### src/rtl/serial_subtractor.sv
// -----------------------------------------------------------------------------
// serial_subtractor
//
// Bit-serial WIDTH-bit subtractor. It computes a - b one bit per clock, LSB
// first. Each bit goes through a two-stage half-subtractor chain:
//   stage 1: d1 = x ^ y,   b1 = ~x & y     (x = minuend bit, y = subtrahend bit)
//   stage 2: d  = d1 ^ bin, b2 = ~d1 & bin  (bin = borrow from previous bit)
// The borrow out (b1 | b2) is held in a flip-flop and feeds the next bit.
//
// Handshake: start is accepted in IDLE or DONE. busy is high for WIDTH cycles.
// After that, done pulses for one cycle with diff/borrow/zero valid. A start
// seen in the DONE cycle begins the next operation back-to-back.
//
// Ports:
//   clk     in   rising-edge clock
//   rst_n   in   synchronous active-low reset
//   start   in   operation request, sampled when not busy
//   a       in   minuend    [WIDTH-1:0], sampled on the accepting edge
//   b       in   subtrahend [WIDTH-1:0], sampled on the accepting edge
//   busy    out  operation in progress
//   done    out  one-cycle completion pulse
//   diff    out  (a - b) mod 2^WIDTH, registered, held until next completion
//   borrow  out  final borrow out (a < b unsigned)
//   zero    out  diff == 0, registered together with diff
//
// WIDTH: legal range 2..32.
// -----------------------------------------------------------------------------

module half_subtractor (
  input  logic x,
  input  logic y,
  output logic d,
  output logic bo
);
  assign d  = x ^ y;
  assign bo = ~x & y;
endmodule

module serial_subtractor #(
  parameter int WIDTH = 8
) (
  input  logic             clk,
  input  logic             rst_n,
  input  logic             start,
  input  logic [WIDTH-1:0] a,
  input  logic [WIDTH-1:0] b,
  output logic             busy,
  output logic             done,
  output logic [WIDTH-1:0] diff,
  output logic             borrow,
  output logic             zero
);

  // The counter reaches WIDTH at most, so clog2(WIDTH)+1 bits are enough.
  // It never wraps.
  localparam int CNT_W = $clog2(WIDTH) + 1;
  localparam logic [CNT_W-1:0] LAST_BIT = CNT_W'(WIDTH - 1);

  typedef enum logic [1:0] {
    IDLE = 2'd0,
    RUN  = 2'd1,
    DONE = 2'd2
  } state_t;

  state_t state_reg, state_next;

  logic [WIDTH-1:0] a_sh_reg,   a_sh_next;
  logic [WIDTH-1:0] b_sh_reg,   b_sh_next;
  logic [WIDTH-1:0] res_sh_reg, res_sh_next;
  logic [CNT_W-1:0] cnt_reg,    cnt_next;
  logic             borrow_ff_reg, borrow_ff_next;

  logic [WIDTH-1:0] diff_reg,   diff_next;
  logic             borrow_reg, borrow_next;
  logic             zero_reg,   zero_next;
  logic             busy_reg,   busy_next;
  logic             done_reg,   done_next;

  // Control decodes
  logic accept;    // new operation taken on this edge (IDLE or DONE)
  logic last_bit;  // this RUN edge processes the MSB

  assign accept   = start && (state_reg != RUN);
  assign last_bit = (state_reg == RUN) && (cnt_reg == LAST_BIT);

  // Two-stage half-subtractor cell for the current bit
  logic stage1_d, stage1_b;
  logic stage2_d, stage2_b;
  logic bit_borrow;

  half_subtractor u_stage1 (
    .x  (a_sh_reg[0]),
    .y  (b_sh_reg[0]),
    .d  (stage1_d),
    .bo (stage1_b)
  );

  half_subtractor u_stage2 (
    .x  (stage1_d),
    .y  (borrow_ff_reg),
    .d  (stage2_d),
    .bo (stage2_b)
  );

  // The two stage borrows cannot both be 1. OR is still the textbook merge.
  assign bit_borrow = stage1_b | stage2_b;

  // The result fills from the MSB end. After WIDTH shifts, the first (LSB)
  // difference bit sits in bit 0.
  logic [WIDTH-1:0] res_shifted;
  assign res_shifted = {stage2_d, res_sh_reg[WIDTH-1:1]};

  // FSM: state register
  always_ff @(posedge clk) begin
    if (!rst_n) begin
      state_reg <= IDLE;
    end else begin
      state_reg <= state_next;
    end
  end

  // FSM: next-state logic
  always_comb begin
    state_next = state_reg;
    case (state_reg)
      IDLE: begin
        if (start) begin
          state_next = RUN;
        end
      end
      RUN: begin
        if (last_bit) begin
          state_next = DONE;
        end
      end
      DONE: begin
        // DONE lasts one cycle. A start here chains straight into RUN.
        state_next = start ? RUN : IDLE;
      end
      default: state_next = IDLE;
    endcase
  end

  // FSM outputs and datapath next-values
  always_comb begin
    a_sh_next      = a_sh_reg;
    b_sh_next      = b_sh_reg;
    res_sh_next    = res_sh_reg;
    cnt_next       = cnt_reg;
    borrow_ff_next = borrow_ff_reg;
    diff_next      = diff_reg;
    borrow_next    = borrow_reg;
    zero_next      = zero_reg;
    busy_next      = 1'b0;
    done_next      = 1'b0;

    if (accept) begin
      a_sh_next      = a;
      b_sh_next      = b;
      res_sh_next    = '0;
      cnt_next       = '0;
      borrow_ff_next = 1'b0;
      busy_next      = 1'b1;
    end else if (state_reg == RUN) begin
      a_sh_next      = a_sh_reg >> 1;
      b_sh_next      = b_sh_reg >> 1;
      res_sh_next    = res_shifted;
      cnt_next       = cnt_reg + 1'b1;
      borrow_ff_next = bit_borrow;
      busy_next      = 1'b1;
      if (last_bit) begin
        // Publish the result. The visible outputs change only here.
        diff_next   = res_shifted;
        borrow_next = bit_borrow;
        zero_next   = ~|res_shifted;
        busy_next   = 1'b0;
        done_next   = 1'b1;
      end
    end
  end

  // Datapath and output registers
  always_ff @(posedge clk) begin
    if (!rst_n) begin
      a_sh_reg      <= '0;
      b_sh_reg      <= '0;
      res_sh_reg    <= '0;
      cnt_reg       <= '0;
      borrow_ff_reg <= 1'b0;
      diff_reg      <= '0;
      borrow_reg    <= 1'b0;
      zero_reg      <= 1'b0;
      busy_reg      <= 1'b0;
      done_reg      <= 1'b0;
    end else begin
      a_sh_reg      <= a_sh_next;
      b_sh_reg      <= b_sh_next;
      res_sh_reg    <= res_sh_next;
      cnt_reg       <= cnt_next;
      borrow_ff_reg <= borrow_ff_next;
      diff_reg      <= diff_next;
      borrow_reg    <= borrow_next;
      zero_reg      <= zero_next;
      busy_reg      <= busy_next;
      done_reg      <= done_next;
    end
  end

  assign busy   = busy_reg;
  assign done   = done_reg;
  assign diff   = diff_reg;
  assign borrow = borrow_reg;
  assign zero   = zero_reg;

endmodule

### config.mk
export PLATFORM = sky130hd
export DESIGN_NAME = serial_subtractor
export DESIGN_NICKNAME = d
export VERILOG_FILES = /design/src/rtl/serial_subtractor.sv
export SDC_FILE = /design/constraint.sdc
export NUM_CORES = 1
export LEC_CHECK = 0
export BUFFER_PORTS_ARGS = -buffer_cell sky130_fd_sc_hd__buf_2
export CAP_MARGIN = 20
export CORE_MARGIN = 8
export CORE_UTILIZATION = 55
export DETAILED_ROUTE_END_ITERATION = 8
export PLACE_DENSITY = 0.88
export SKIP_CTS_REPAIR_TIMING = 1
export SYNTH_ARGS = -nofsm -noshare
export SYNTH_HDL_FRONTEND = slang
export SYNTH_HIERARCHICAL = 1
export SYNTH_SLANG_ARGS = --single-unit
### constraint.sdc
create_clock -name clk -period 4.2 [get_ports clk]
set_input_delay 0.21 -clock clk [delete_from_list [all_inputs] [get_ports clk]]
set_output_delay 0.21 -clock clk [all_outputs]
set_load 0.01 [all_outputs]
# [Word level (Yosys, flattened, before mapping)]
# Cells that the tools add are included.
[totals] register_bits=43 output_inout_bits=12
[classes] add_sub_neg=1 n_eq_ne=6 mux=12 n_bitwise=10 n_reduce_logical=10
[op_table] op="$mux 8" count=4
[op_table] op="$reduce_or 8->1" count=1
[op_table] op="$pmux 2 s3" count=1
[op_table] op="$mux 1" count=5
[op_table] op="$not 1->1" count=5
[op_table] op="$add 4x1->4 const B" count=1
[op_table] op="$eq 4x3->1 const B" count=1
[op_table] op="$mux 2" count=2
[op_table] op="$ne 2x2->1 const B" count=2
[op_table] op="$reduce_and 3->1" count=1
[op_table] op="$reduce_or 3->1" count=1
[op_table] op="$and 1x1->1" count=2
[op_table] op="$eq 2x1->1 const B" count=1
[op_table] op="$eq 2x2->1 const B" count=1
[op_table] op="$logic_and 1x1->1" count=2
[op_table] op="$logic_not 2->1" count=1
[op_table] op="$ne 2x1->1 const B" count=1
[op_table] op="$reduce_and 2->1" count=1
[op_table] op="$reduce_bool 2->1" count=1
[op_table] op="$reduce_or 2->1" count=1
[op_table] op="$xor 1x1->1" count=2
[op_table] op="$logic_not 1->1" count=1
[op_table] op="$or 1x1->1" count=1

# [Depth between registers and ports, before layout]
[logic_depth] depth_word=5 depth_mapped=8

# [Hierarchy]
# The synthesis kept the hierarchy.
[by_module_without_submodules] module="serial_subtractor" instances=1 cells_each=167 area_per_inst_um2=1672.9 seq_area_each_um2=840.8
[by_module_without_submodules] module="half_subtractor" instances=2 cells_each=3 area_per_inst_um2=20.0 seq_area_each_um2=0.0

# [Worst setup path before layout]
# No wires, ideal clock.
[synth_path] kind="register -> register" startpoint="register a_sh_reg[0]" endpoint="register zero_reg (netlist: zero)" setup_ps=117 arrival_time_ps=1268 required_ps=4083 path_slack_ps=2815 stages_incl_launch_ff=9 path_buffers=0 period_less_slack_ps=1385 cell_sequence="dfxtp_1 -> inv_1 -> ha_1 -> inv_1 -> inv_1 -> ha_1 -> inv_1 -> nor4_1 -> a32o_1"
[synth_via] elab_chain_len=4
[synth_lines] element="from (decl)" line="67" source="logic [WIDTH-1:0] a_sh_reg, a_sh_next;"
[synth_lines] element="from (signal assigned)" line="196" source="a_sh_reg <= a_sh_next;"
[synth_lines] element="$xor 1x1->1" line="35" source="assign d = x ^ y;"
[synth_lines] element="net stage1_d" line="87" source="logic stage1_d, stage1_b;"
[synth_lines] element="$xor 1x1->1" line="35"
[synth_lines] element="net stage2_d" line="88" source="logic stage2_d, stage2_b;"
[synth_lines] element="$reduce_or 8->1" line="175" source="zero_next = ~|res_shifted;"
[synth_lines] element="$logic_not 1->1" line="175"
[synth_lines] element="to (signal assigned)" line="203" source="zero_reg <= zero_next;"
[synth_lines] element="to (decl)" line="75" source="logic zero_reg, zero_next;"
# The timed path passes the listed nets, and every way through them passes these cells.
# A chain may end at the register's enable or synchronous reset.

# [Worst setup path in the final report]
[layout_path] startpoint="register state_reg[1]" endpoint="register state_reg[0]"
[layout_via] elab_chain_len=4 elab_cells_between_ends=8
[layout_lines] element="from (decl)" line="65" source="state_t state_reg, state_next;"
[layout_lines] element="from (signal assigned)" line="118" source="state_reg <= state_next;"
[layout_lines] element="$eq 2x1->1" line="84, 125"
[layout_lines] element="$logic_and 1x1->1" line="84" source="assign last_bit = (state_reg == RUN) && (cnt_reg == LAST_BIT);"
[layout_lines] element="$ne 2x2->1 (no source line)"
[layout_lines] element="$reduce_and 2->1 (no source line)"
# Several ways; a longest one is shown, not always the timed one.

==> flow_metrics.tcl <==
set metrics [dict create \
    status "completed" \
    min_path_type "input pin to flip-flop" \
    start_util_pct 57.0 \
    p_per_area_nw_per_um2 369 \
    stdcell_area_sq_um 1890 \
    crit_fanout 25 \
    die_w_um 71.8 \
    power_frac_seq_pct 61.1 \
    drcViolationCount 0 \
    drv_cap 0 \
    hold_end "b_sh_reg[7]$_SDFFE_PN0P_" \
    viasPerCell 5.48 \
    fin_crit_ps 1660 \
    overflow 0 \
    cts_sinks 42 \
    areaGrowthSynthToFinish_pct 10.2 \
    yosysTopAreaCellShare_pct 49.1 \
    arrival_ps 1900 \
    syn_avg_cell_area_sq_um 9.90 \
    synth_top_area_cell "dfxtp_1" \
    drt_first_pass_iters 4 \
    core_sq_um 3000 \
    vias 1271 \
    place.gp.congestion 0.730 \
    die_h_um 71.8 \
    final_hold_viol_count 0 \
    rr_endpoint "state_reg[0]$_SDFFE_PN0P_" \
    synth_warnings 6 \
    cts_buffer_depth 2 \
    hold_depth 3 \
    cts_tree "done" \
    crit_required_ps 4440 \
    async_reset_ff_share_pct 0 \
    slew_viol_final 0 \
    synth.most_common_cell "dfxtp_1" \
    track_usage_pct 12.3 \
    slew_headroom_pct 43.5 \
    yosysSeqAreaShare_pct 49.1 \
    multiInputGateArea_sq_um 773 \
    final-seq-area_sq_um 841 \
    clk_pin_slew_worst_paths_ps 120 \
    setup_violations 0 \
    dp_hpwl_um 2210 \
    port-buffer-count 30 \
    syn_inst 173 \
    num_rows 20 \
    drive_gt1_share_pct 20.1 \
    finalSetupTns_ps 0 \
    worst_pin_slew_ps 842 \
    critical_path_class "flip-flop to flip-flop" \
    cts.htree.levels 2 \
    worstRegToRegCells 4 \
    synth_area_sq_um 1710 \
    netlist_top_cells_area "dfxtp_1 49%, mux2i_1 11%, o211a_1 8.2%, nand2_1 7.5%, a22o_1 3.6%" \
    hp-start "b[7]" \
    synth_cell_types 31 \
    synth_seq_cells 42 \
    numCtsBuffers 5 \
    leakage_nw 0.967 \
    min_period_over_period_pct 39.5 \
    clk-insertion-delay-late_ps 340 \
    grt_max_degree 26 \
    p_int_mw 0.519 \
    fmax_mhz 603 \
    rrSetupSlack_ps 2540 \
    combPwrFrac_pct 12.0 \
    grt_pass1_wl_um 5190 \
    finalNetCount 220 \
    rsz0062_at_grt "false" \
    wl_per_cell_um 13.2 \
    synth_nets 195 \
    antenna_found_initial 0 \
    ios 31 \
    irDropWorstVdd_v 0.000296 \
    diodes 0 \
    final.fill_count 252 \
    start_kind "flip-flop" \
    synth_ff_type "dfxtp_1" \
    wl_um 3050 \
    end_kind "flip-flop" \
    ys_top_cells_by_count "42 x dfxtp_1, 34 x nand2_1, 18 x mux2i_1" \
    synth_edf_count 0 \
    drt_iter0_drc 54 \
    r2r_start "state_reg[1]$_SDFFE_PN0P_" \
    sw_frac_of_total_pct 25.5 \
    dieArea_sq_um 5160 \
    grt_pass1_vias 1186 \
    dpl_cell_area_sq_um 1830 \
    p_sw_mw 0.178 \
    ant_nets 0 \
    clock_skew_ps 11.6 \
    pwr-share-clk_pct 26.9 \
    hold_slack_ps 100 \
    root_buffer "clkbuf_4" \
]
-- routing by layer --
metal / global-route usage (%) / vias up / wire (um)
met5: 0 / - / 0
met4: 4.08 / 0 / 19
met3: 4.18 / 2 / 154
li1: - / 655 / -
met2: 21.7 / 30 / 1490
met1: 13.3 / 584 / 1390
-- cells by family after synthesis --
logic type                 share of synthesized area [%]
xor gates and xnor gates                            1.02
DFF                                                 49.1
AOI/OAI and AO/OA                                   17.3
muxes                                               10.5
and+or+nand+nor                                     14.1
buffers and inverters                               5.77
adders and majority gates                           2.19
-- stage by stage --
step	util (%)	setup WS, ps	instances	power (mW)
CTS	62.8	2550	232	0.707
floorplan	-	2820	173	0.500
detailed placement	61.0	2490	224	0.519
global route	62.8	2410	232	0.733
global placement	61.0	2530	224	0.516
finish	62.8	2540	232	0.697
-- worst max-delay path, stage by stage (launching register included) --
cell and delay (ps):
dfxtp_1 390, nand2b_1 520, buf_4 360, o22ai_1 110, and2_1 160
-- cell type report --
| cell class | instances | area share, % |
|---|---|---|
| repair buffers | 31 | 8.36 |
| clock inverters | 2 | 0.729 |
| well taps | 33 | 2.19 |
| inverters | 5 | 0.995 |
| clock buffers | 6 | 2.19 |
| multi-input cells | 113 | 41.0 |
| flip-flops and latches | 42 | 44.6 |
-- power by group through the flow --
stage | Sequential [mW] | Combinational (mW) | Clock (mW)
after floorplan | 0.433 | 0.0674 | 0
after global placement | 0.434 | 0.0816 | 0
after detailed placement | 0.435 | 0.0845 | 0
after CTS | 0.426 | 0.0845 | 0.196
after global routing | 0.428 | 0.0942 | 0.211
final | 0.426 | 0.0837 | 0.188
-- layout by cell type (no fill, tap or decap) --
master,instances
nand3_1,1
clkinv_4,1
inv_1,5
nor2_1,5
and3b_1,1
nand2b_1,1
o21ai_0,2
nand2_1,34
xnor2_1,1
o21ai_1,1
a32o_1,1
ha_1,3
nand3b_1,1
a22o_1,7
nor2b_4,1
and2_1,2
and3_1,2
a21boi_2,1
buf_4,1
or3_1,1
o211a_1,14
nor3_1,2
a21boi_0,1
nor4_1,2
dfxtp_1,42
clkinv_2,1
xor2_1,1
clkbuf_1,1
mux2i_1,18
o22ai_1,1
buf_2,30
clkbuf_4,5
a21oi_1,9
-- worst max-delay path by stage --
stage                                          from                          to  slack, ps  depth (start not counted)
after floorplan            a_sh_reg[0]$_SDFFE_PN0P_           zero$_SDFFE_PN0P_       2820                          8
after global placement                        start  borrow_ff_reg$_SDFFE_PP0P_       2530                          4
after detailed placement                      start  borrow_ff_reg$_SDFFE_PP0P_       2490                          4
after CTS                 state_reg[1]$_SDFFE_PN0P_   state_reg[0]$_SDFFE_PN0P_       2550                          4
after global routing      state_reg[1]$_SDFFE_PN0P_   state_reg[0]$_SDFFE_PN0P_       2410                          4
final                     state_reg[1]$_SDFFE_PN0P_   state_reg[0]$_SDFFE_PN0P_       2540                          4
No activity file was read; power rests on OpenSTA's default activity.
